==> src/rtl/bcd_serial_addsub_pkg.sv <==
// rtl/bcd_serial_addsub_pkg.sv - shared types and BCD helpers for the serial decimal adder/subtractor
package bcd_pkg;

  typedef enum logic [1:0] {
    IDLE = 2'd0,
    RUN  = 2'd1,
    FIX  = 2'd2,
    DONE = 2'd3
  } state_t;

  localparam logic [3:0] BCD_MAX  = 4'd9;
  localparam logic [3:0] BCD_CORR = 4'd6;

  // Wraps for out-of-range digits so the result stays deterministic.
  function automatic logic [3:0] nines(input logic [3:0] d);
    return BCD_MAX - d;
  endfunction

endpackage

==> src/rtl/bcd_serial_addsub_if.sv <==
// rtl/bcd_serial_addsub_if.sv - operand/result handshake bundle for bcd_serial_addsub
interface bcd_serial_addsub_if #(
  parameter int DIGITS = 4
);
  logic                start;
  logic                sub;
  logic [4*DIGITS-1:0] A;
  logic [4*DIGITS-1:0] B;
  logic                busy;
  logic                done;
  logic [4*DIGITS-1:0] S;
  logic                Cout;
  logic                invalid;
  logic                neg;

  modport master (
    output start, sub, A, B,
    input  busy, done, S, Cout, invalid, neg
  );

  modport slave (
    input  start, sub, A, B,
    output busy, done, S, Cout, invalid, neg
  );
endinterface

==> src/rtl/bcd_serial_addsub_digit_adder.sv <==
// rtl/bcd_serial_addsub_digit_adder.sv - one corrected BCD digit adder, shared by every serial step
module bcd_digit_adder
  import bcd_pkg::*;
(
  input  logic [3:0] a,
  input  logic [3:0] b,
  input  logic       cin,
  output logic [3:0] s,
  output logic       cout,
  output logic       bad
);
  logic [4:0] t;

  always_comb begin
    t   = {1'b0, a} + {1'b0, b} + {4'b0, cin};
    bad = (a > BCD_MAX) || (b > BCD_MAX);
    if (t > {1'b0, BCD_MAX}) begin
      s    = t[3:0] + BCD_CORR;
      cout = 1'b1;
    end else begin
      s    = t[3:0];
      cout = 1'b0;
    end
  end
endmodule

==> src/rtl/bcd_serial_addsub.sv <==
// rtl/bcd_serial_addsub.sv - digit-serial packed-BCD add/subtract, LSD first, start/busy/done
// Optional BCD_SIGNMAG_EN: negative differences are re-complemented to sign-magnitude.
module bcd_serial_addsub
  import bcd_pkg::*;
#(
  parameter int DIGITS = 4
) (
  input  logic              clk,
  input  logic              reset,
  bcd_serial_addsub_if.slave bus
);
  localparam int            W    = 4 * DIGITS;
  localparam int            IW   = $clog2(DIGITS + 1);
  localparam logic [IW-1:0] LAST = IW'(DIGITS);

  state_t        state;
  state_t        state_nxt;
  logic [IW-1:0] idx;
  logic          carry;
  logic          sub_q;
  logic [W-1:0]  a_q;
  logic [W-1:0]  b_q;
  logic [W-1:0]  s_q;
  logic          cout_q;
  logic          inv_q;
  logic [3:0]    op_a;
  logic [3:0]    op_b;
  logic [3:0]    dsum;
  logic          dcout;
  logic          dbad;
  logic          last;
  logic          busy;
  logic          done;
`ifdef BCD_SIGNMAG_EN
  logic          neg_q;
`endif

  // Each phase spends DIGITS cycles on digits plus one cycle to settle the final carry.
  assign last = (idx == LAST);

  always_comb begin
    op_a = a_q[3:0];
    op_b = sub_q ? nines(b_q[3:0]) : b_q[3:0];
`ifdef BCD_SIGNMAG_EN
    if (state == FIX) begin
      op_a = 4'd0;
      op_b = nines(s_q[3:0]);
    end
`endif
  end

  bcd_digit_adder u_digit (
    .a    (op_a),
    .b    (op_b),
    .cin  (carry),
    .s    (dsum),
    .cout (dcout),
    .bad  (dbad)
  );

  always_ff @(posedge clk) begin
    if (reset) state <= IDLE;
    else       state <= state_nxt;
  end

  always_comb begin
    state_nxt = state;
    case (state)
      IDLE: if (bus.start) state_nxt = RUN;
      RUN: begin
        if (last) begin
`ifdef BCD_SIGNMAG_EN
          state_nxt = (sub_q && !carry) ? FIX : DONE;
`else
          state_nxt = DONE;
`endif
        end
      end
      FIX:  if (last) state_nxt = DONE;
      DONE: state_nxt = IDLE;
      default: state_nxt = IDLE;
    endcase
  end

  always_comb begin
    busy = (state == RUN) || (state == FIX);
    done = (state == DONE);
  end

  // Operands shift down one digit per step; result digits enter at the top so
  // digit 0 lands at S[3:0] after DIGITS steps.
  always_ff @(posedge clk) begin
    if (reset) begin
      idx    <= '0;
      carry  <= 1'b0;
      sub_q  <= 1'b0;
      a_q    <= '0;
      b_q    <= '0;
      s_q    <= '0;
      cout_q <= 1'b0;
      inv_q  <= 1'b0;
`ifdef BCD_SIGNMAG_EN
      neg_q  <= 1'b0;
`endif
    end else begin
      case (state)
        IDLE: begin
          if (bus.start) begin
            a_q   <= bus.A;
            b_q   <= bus.B;
            sub_q <= bus.sub;
            carry <= bus.sub;
            idx   <= '0;
            s_q   <= '0;
            inv_q <= 1'b0;
`ifdef BCD_SIGNMAG_EN
            neg_q <= 1'b0;
`endif
          end
        end
        RUN: begin
          if (!last) begin
            s_q   <= {dsum, s_q[W-1:4]};
            a_q   <= a_q >> 4;
            b_q   <= b_q >> 4;
            carry <= dcout;
            inv_q <= inv_q | dbad;
            idx   <= idx + IW'(1);
          end else begin
            cout_q <= carry;
            carry  <= 1'b1;
            idx    <= '0;
          end
        end
`ifdef BCD_SIGNMAG_EN
        FIX: begin
          if (!last) begin
            s_q   <= {dsum, s_q[W-1:4]};
            carry <= dcout;
            idx   <= idx + IW'(1);
          end else begin
            neg_q  <= 1'b1;
            cout_q <= 1'b0;
            idx    <= '0;
          end
        end
`endif
        default: ;
      endcase
    end
  end

  assign bus.busy    = busy;
  assign bus.done    = done;
  assign bus.S       = s_q;
  assign bus.Cout    = cout_q;
  assign bus.invalid = inv_q;
`ifdef BCD_SIGNMAG_EN
  assign bus.neg     = neg_q;
`else
  assign bus.neg     = 1'b0;
`endif
endmodule

==> src/flat_wrapper.sv <==
// flat-port wrapper written by rule: the top's interface ports become plain ports
module bcd_serial_addsub_flat import bcd_pkg::*;
#(
  parameter int DIGITS = 4
)
  (clk, reset, bus_start, bus_sub, bus_A, bus_B, bus_busy, bus_done, bus_S, bus_Cout, bus_invalid, bus_neg);
  bcd_serial_addsub_if #(.DIGITS(DIGITS)) bus_i ();
  input  logic clk;
  input  logic reset;
  input wire logic [$bits(bus_i.start)-1:0] bus_start;
  input wire logic [$bits(bus_i.sub)-1:0] bus_sub;
  input wire logic [$bits(bus_i.A)-1:0] bus_A;
  input wire logic [$bits(bus_i.B)-1:0] bus_B;
  output wire logic [$bits(bus_i.busy)-1:0] bus_busy;
  output wire logic [$bits(bus_i.done)-1:0] bus_done;
  output wire logic [$bits(bus_i.S)-1:0] bus_S;
  output wire logic [$bits(bus_i.Cout)-1:0] bus_Cout;
  output wire logic [$bits(bus_i.invalid)-1:0] bus_invalid;
  output wire logic [$bits(bus_i.neg)-1:0] bus_neg;
  assign bus_i.start = bus_start;
  assign bus_i.sub = bus_sub;
  assign bus_i.A = bus_A;
  assign bus_i.B = bus_B;
  assign bus_busy = bus_i.busy;
  assign bus_done = bus_i.done;
  assign bus_S = bus_i.S;
  assign bus_Cout = bus_i.Cout;
  assign bus_invalid = bus_i.invalid;
  assign bus_neg = bus_i.neg;
  bcd_serial_addsub #(.DIGITS(DIGITS)) u_core (.clk(clk), .reset(reset), .bus(bus_i));
endmodule
==> config.mk <==
export PLATFORM = sky130hd
export DESIGN_NAME = bcd_serial_addsub_flat
export DESIGN_NICKNAME = d
export VERILOG_FILES = /design/src/rtl/bcd_serial_addsub_pkg.sv /design/src/rtl/bcd_serial_addsub_if.sv /design/src/rtl/bcd_serial_addsub_digit_adder.sv /design/src/rtl/bcd_serial_addsub.sv /design/src/flat_wrapper.sv
export SDC_FILE = /design/constraint.sdc
export NUM_CORES = 1
export LEC_CHECK = 0
export ABC_CLOCK_PERIOD_IN_PS = 4400
export CORE_ASPECT_RATIO = 0.8
export CORE_UTILIZATION = 55
export DETAILED_ROUTE_END_ITERATION = 8
export GPL_TIMING_DRIVEN = 0
export PLACE_DENSITY_LB_ADDON = 0.3
export SYNTH_ARGS = -nofsm -noshare
export SYNTH_HDL_FRONTEND = slang
export SYNTH_HIERARCHICAL = 1
export SYNTH_SLANG_ARGS = --single-unit
export TNS_END_PERCENT = 5
==> constraint.sdc <==
create_clock -name clk -period 4.4 [get_ports clk]
set_input_delay 0.88 -clock clk [delete_from_list [all_inputs] [get_ports clk]]
set_output_delay 0.88 -clock clk [all_outputs]
set_load 0.03 [all_outputs]
==> flow_metrics.env <==
export IMPL_drt_total_wl_mm=6.659
export IMPL_postCtsHoldBufs=0
export IMPL_ys_seq_elements=57
export IMPL_hold_path_class="register to register"
export IMPL_fill_cells=390
export IMPL_drt_iter0_markers=139
export IMPL_r2r_start="u_core/sub_q"
export IMPL_place_inst=396
export IMPL_clock_path_buffers=2
export IMPL_synth_top_area_share_pct=39.81
export IMPL_die_height_um=66.57
export IMPL_dr_pass1_iters=4
export IMPL_path_class="register to register"
export IMPL_post_cts_buffers=0
export IMPL_dp_hpwl_mm=4.716
export IMPL_syn_avg_cell_area_um2=10.27
export IMPL_die_area_um2=5506
export IMPL_slew_viol_final=0
export IMPL_fmax_mhz=320.8
export IMPL_path_max_fanout=5
export IMPL_path_clk_slew_ns=0.07
export IMPL_worstMarginPinSlew_ns=1.034
export IMPL_worstSetupStartpoint="u_core/sub_q"
export IMPL_hold_violations=0
export IMPL_r2r_end="u_core/carry"
export IMPL_setup_viol=0
export IMPL_numCtsBuffers=9
export IMPL_multi_input_area_um2=1529
export IMPL_h_tree_depth=3
export IMPL_vias=2375
export IMPL_die_w_um=82.72
export IMPL_ir_worst_vdd_uv=420.7
export IMPL_async_flop_share_pct=0
export IMPL_area_growth_syn_to_layout_pct=29.46
export IMPL_worst_endpoint_required_ns=4.67
export IMPL_status="complete, no violations"
export IMPL_synth_edf_count=0
export IMPL_fin_skew_ns=0.005776
export IMPL_final_min_clock_period_ns=3.117
export IMPL_p_leak_nw=1.392
export IMPL_power_mw=1.715
export IMPL_maxSlewHeadroom_pct=30.53
export IMPL_final_cells=410
export IMPL_yosysMostFrequentCell="dfxtp_1"
export IMPL_maxCapViolations=0
export IMPL_cts_tree="yes"
export IMPL_diodes=0
export IMPL_grt_pass1_vias=2285
export IMPL_yosys_top_cells_count="57 x dfxtp_1, 33 x a21oi_1, 27 x mux2i_1"
export IMPL_register_area_um2=1141
export IMPL_worstPathArrival_ns=3.39
export IMPL_grt_setup_unrepaired="false"
export IMPL_r2r_cells=10
export IMPL_wl_per_cell_um=16.24
export IMPL_regToRegSetupSlack_ns=1.28
export IMPL_post_cts_resized=0
export IMPL_final_nets=394
export IMPL_gp_congestion=0.8439
export IMPL_yosys_warnings=6
export IMPL_final_util_pct=74.11
export IMPL_cellPowerDensity_nw_per_um2=462.1
export IMPL_ys_top_cells_by_area="dfxtp_1 40%, a211oi_2 10%, mux2i_1 9.4%"
export IMPL_coreArea_um2=5007
export IMPL_root_buffer="clkbuf_8"
export IMPL_ant_nets=0
export IMPL_crit_end="u_core/carry"
export IMPL_gr_usage_all_layers_pct=26.58
export IMPL_start_util_pct=57.25
export IMPL_fin_crit_sh_pct=70.84
export IMPL_yosys_area_top_type="dfxtp_1"
export IMPL_post_drt_via_cell_ratio=5.793
export IMPL_port_buffers=55
export IMPL_drc=0
export IMPL_synth_flop_cell="dfxtp_1"
export IMPL_setup_tns_ns=0
export IMPL_synth_fp_nets=328
export IMPL_grt_max_degree=11
export IMPL_syn_area_um2=2866
export IMPL_clock_sinks=57
export IMPL_grt_first_pass_wirelength_mm=10.60
export IMPL_ys_seq_area_share_pct=39.81
export IMPL_endpoint_kind="register"
export IMPL_pin_count=57
export IMPL_overflow=0
export IMPL_synthCells=279
export IMPL_synth_cell_types=41
export IMPL_clk_latency_ns=0.34
export IMPL_grt_antenna_before_repair=0
export IMPL_drive_above_1_share_pct=17.24
export IMPL_startpoint_type="register"
export IMPL_num_rows=23
==> registers in the layout, indices dropped and copies added, names as in the netlist <==
signal,cells
u_core/a_q,16
u_core/b_q,16
u_core/bus.S,16
u_core/idx,3
u_core/state,2
u_core/bus.Cout,1
u_core/bus.invalid,1
u_core/carry,1
u_core/sub_q,1
==> layout make-up <==
type / count / share of cell area [%]
multi-input combinational: 183 / 41.20
sequential: 57 / 30.75
timing repair buffer: 55 / 14.83
clock buffer: 11 / 4.080
buffer: 22 / 3.574
tap: 62 / 2.090
clock inverter: 3 / 1.753
inverter: 17 / 1.719
==> per-layer routing <==
metal | up-vias | routed length, µm | global-route usage, %
met2 | 64 | 3112 | 41.80
met3 | 14 | 245 | 7.123
met4 | 0 | 145 | 13.36
li1 | 1155 | - | -
met1 | 1142 | 3155 | 33.22
met5 | - | 0 | 0
==> cells by family after synthesis <==
| logic type | count (synthesis) | synth area share (%) |
|---|---|---|
| and+or+nand+nor | 41 | 7.552 |
| DFF | 57 | 39.81 |
| other | 1 | 0.1308 |
| buffers and inverters | 39 | 6.853 |
| xor gates and xnor gates | 4 | 1.222 |
| muxes | 29 | 10.34 |
| adders and majority gates | 13 | 6.198 |
| AOI/OAI and AO/OA | 95 | 27.89 |
==> worst min path at each step <==
| stage | start | endpoint | slack [ns] | cells after the start |
|---|---|---|---|---|
| final | u_core/b_q[12] | u_core/b_q[12] | 0.48 | 1 |
| after global routing | u_core/b_q[14] | u_core/b_q[14] | 0.51 | 1 |
| after CTS | u_core/a_q[14] | u_core/a_q[14] | 0.48 | 1 |
| after detailed placement | u_core/a_q[14] | u_core/a_q[14] | 0.47 | 1 |
| after global placement | u_core/idx[0] | u_core/idx[0] | 0.46 | 2 |
| after floorplan | u_core/a_q[12] | u_core/a_q[12] | 0.45 | 1 |
==> stage by stage <==
step	hold WS (ns)	area (µm²)	setup slack, ns
global route	0.5080	3711	1.206
global placement	0.4610	3495	1.431
detailed placement	0.4683	3495	1.369
CTS	0.4829	3711	1.328
finish	0.4805	3711	1.283
floorplan	0.4491	2867	1.618
==> where the power goes <==
part | leakage (nW) | switching (mW) | internal, mW
logic | 0.814 | 0.302 | 0.250
registers | 0.467 | 0.0433 | 0.575
clock network | 0.111 | 0.202 | 0.342
==> worst max-delay path, stage by stage (launching register included) <==
cell	delay, ns
dfxtp_1	0.37
xor2_1	0.20
fa_1	0.46
fa_1	0.43
xnor2_1	0.19
ha_1	0.25
a31o_1	0.24
o31ai_4	0.34
inv_1	0.11
a311o_1	0.31
a21oi_1	0.13
==> cell usage in the layout, fill, tap and decap left out, types with 7 or more instances in the layout <==
| cell | Yosys | routed |
|---|---|---|
| clkbuf_8 | 0 | 11 |
| nand2_1 | 8 | 8 |
| a22o_1 | 8 | 8 |
| inv_1 | 17 | 17 |
| a211oi_2 | 24 | 24 |
| mux2i_1 | 27 | 27 |
| dfxtp_1 | 57 | 57 |
| buf_2 | 7 | 7 |
| o22ai_1 | 9 | 9 |
| clkdlybuf4s50_1 | 0 | 55 |
| nand2b_1 | 13 | 13 |
| ha_1 | 11 | 11 |
| a21oi_1 | 33 | 33 |
Power figures use the tool's default switching activity.
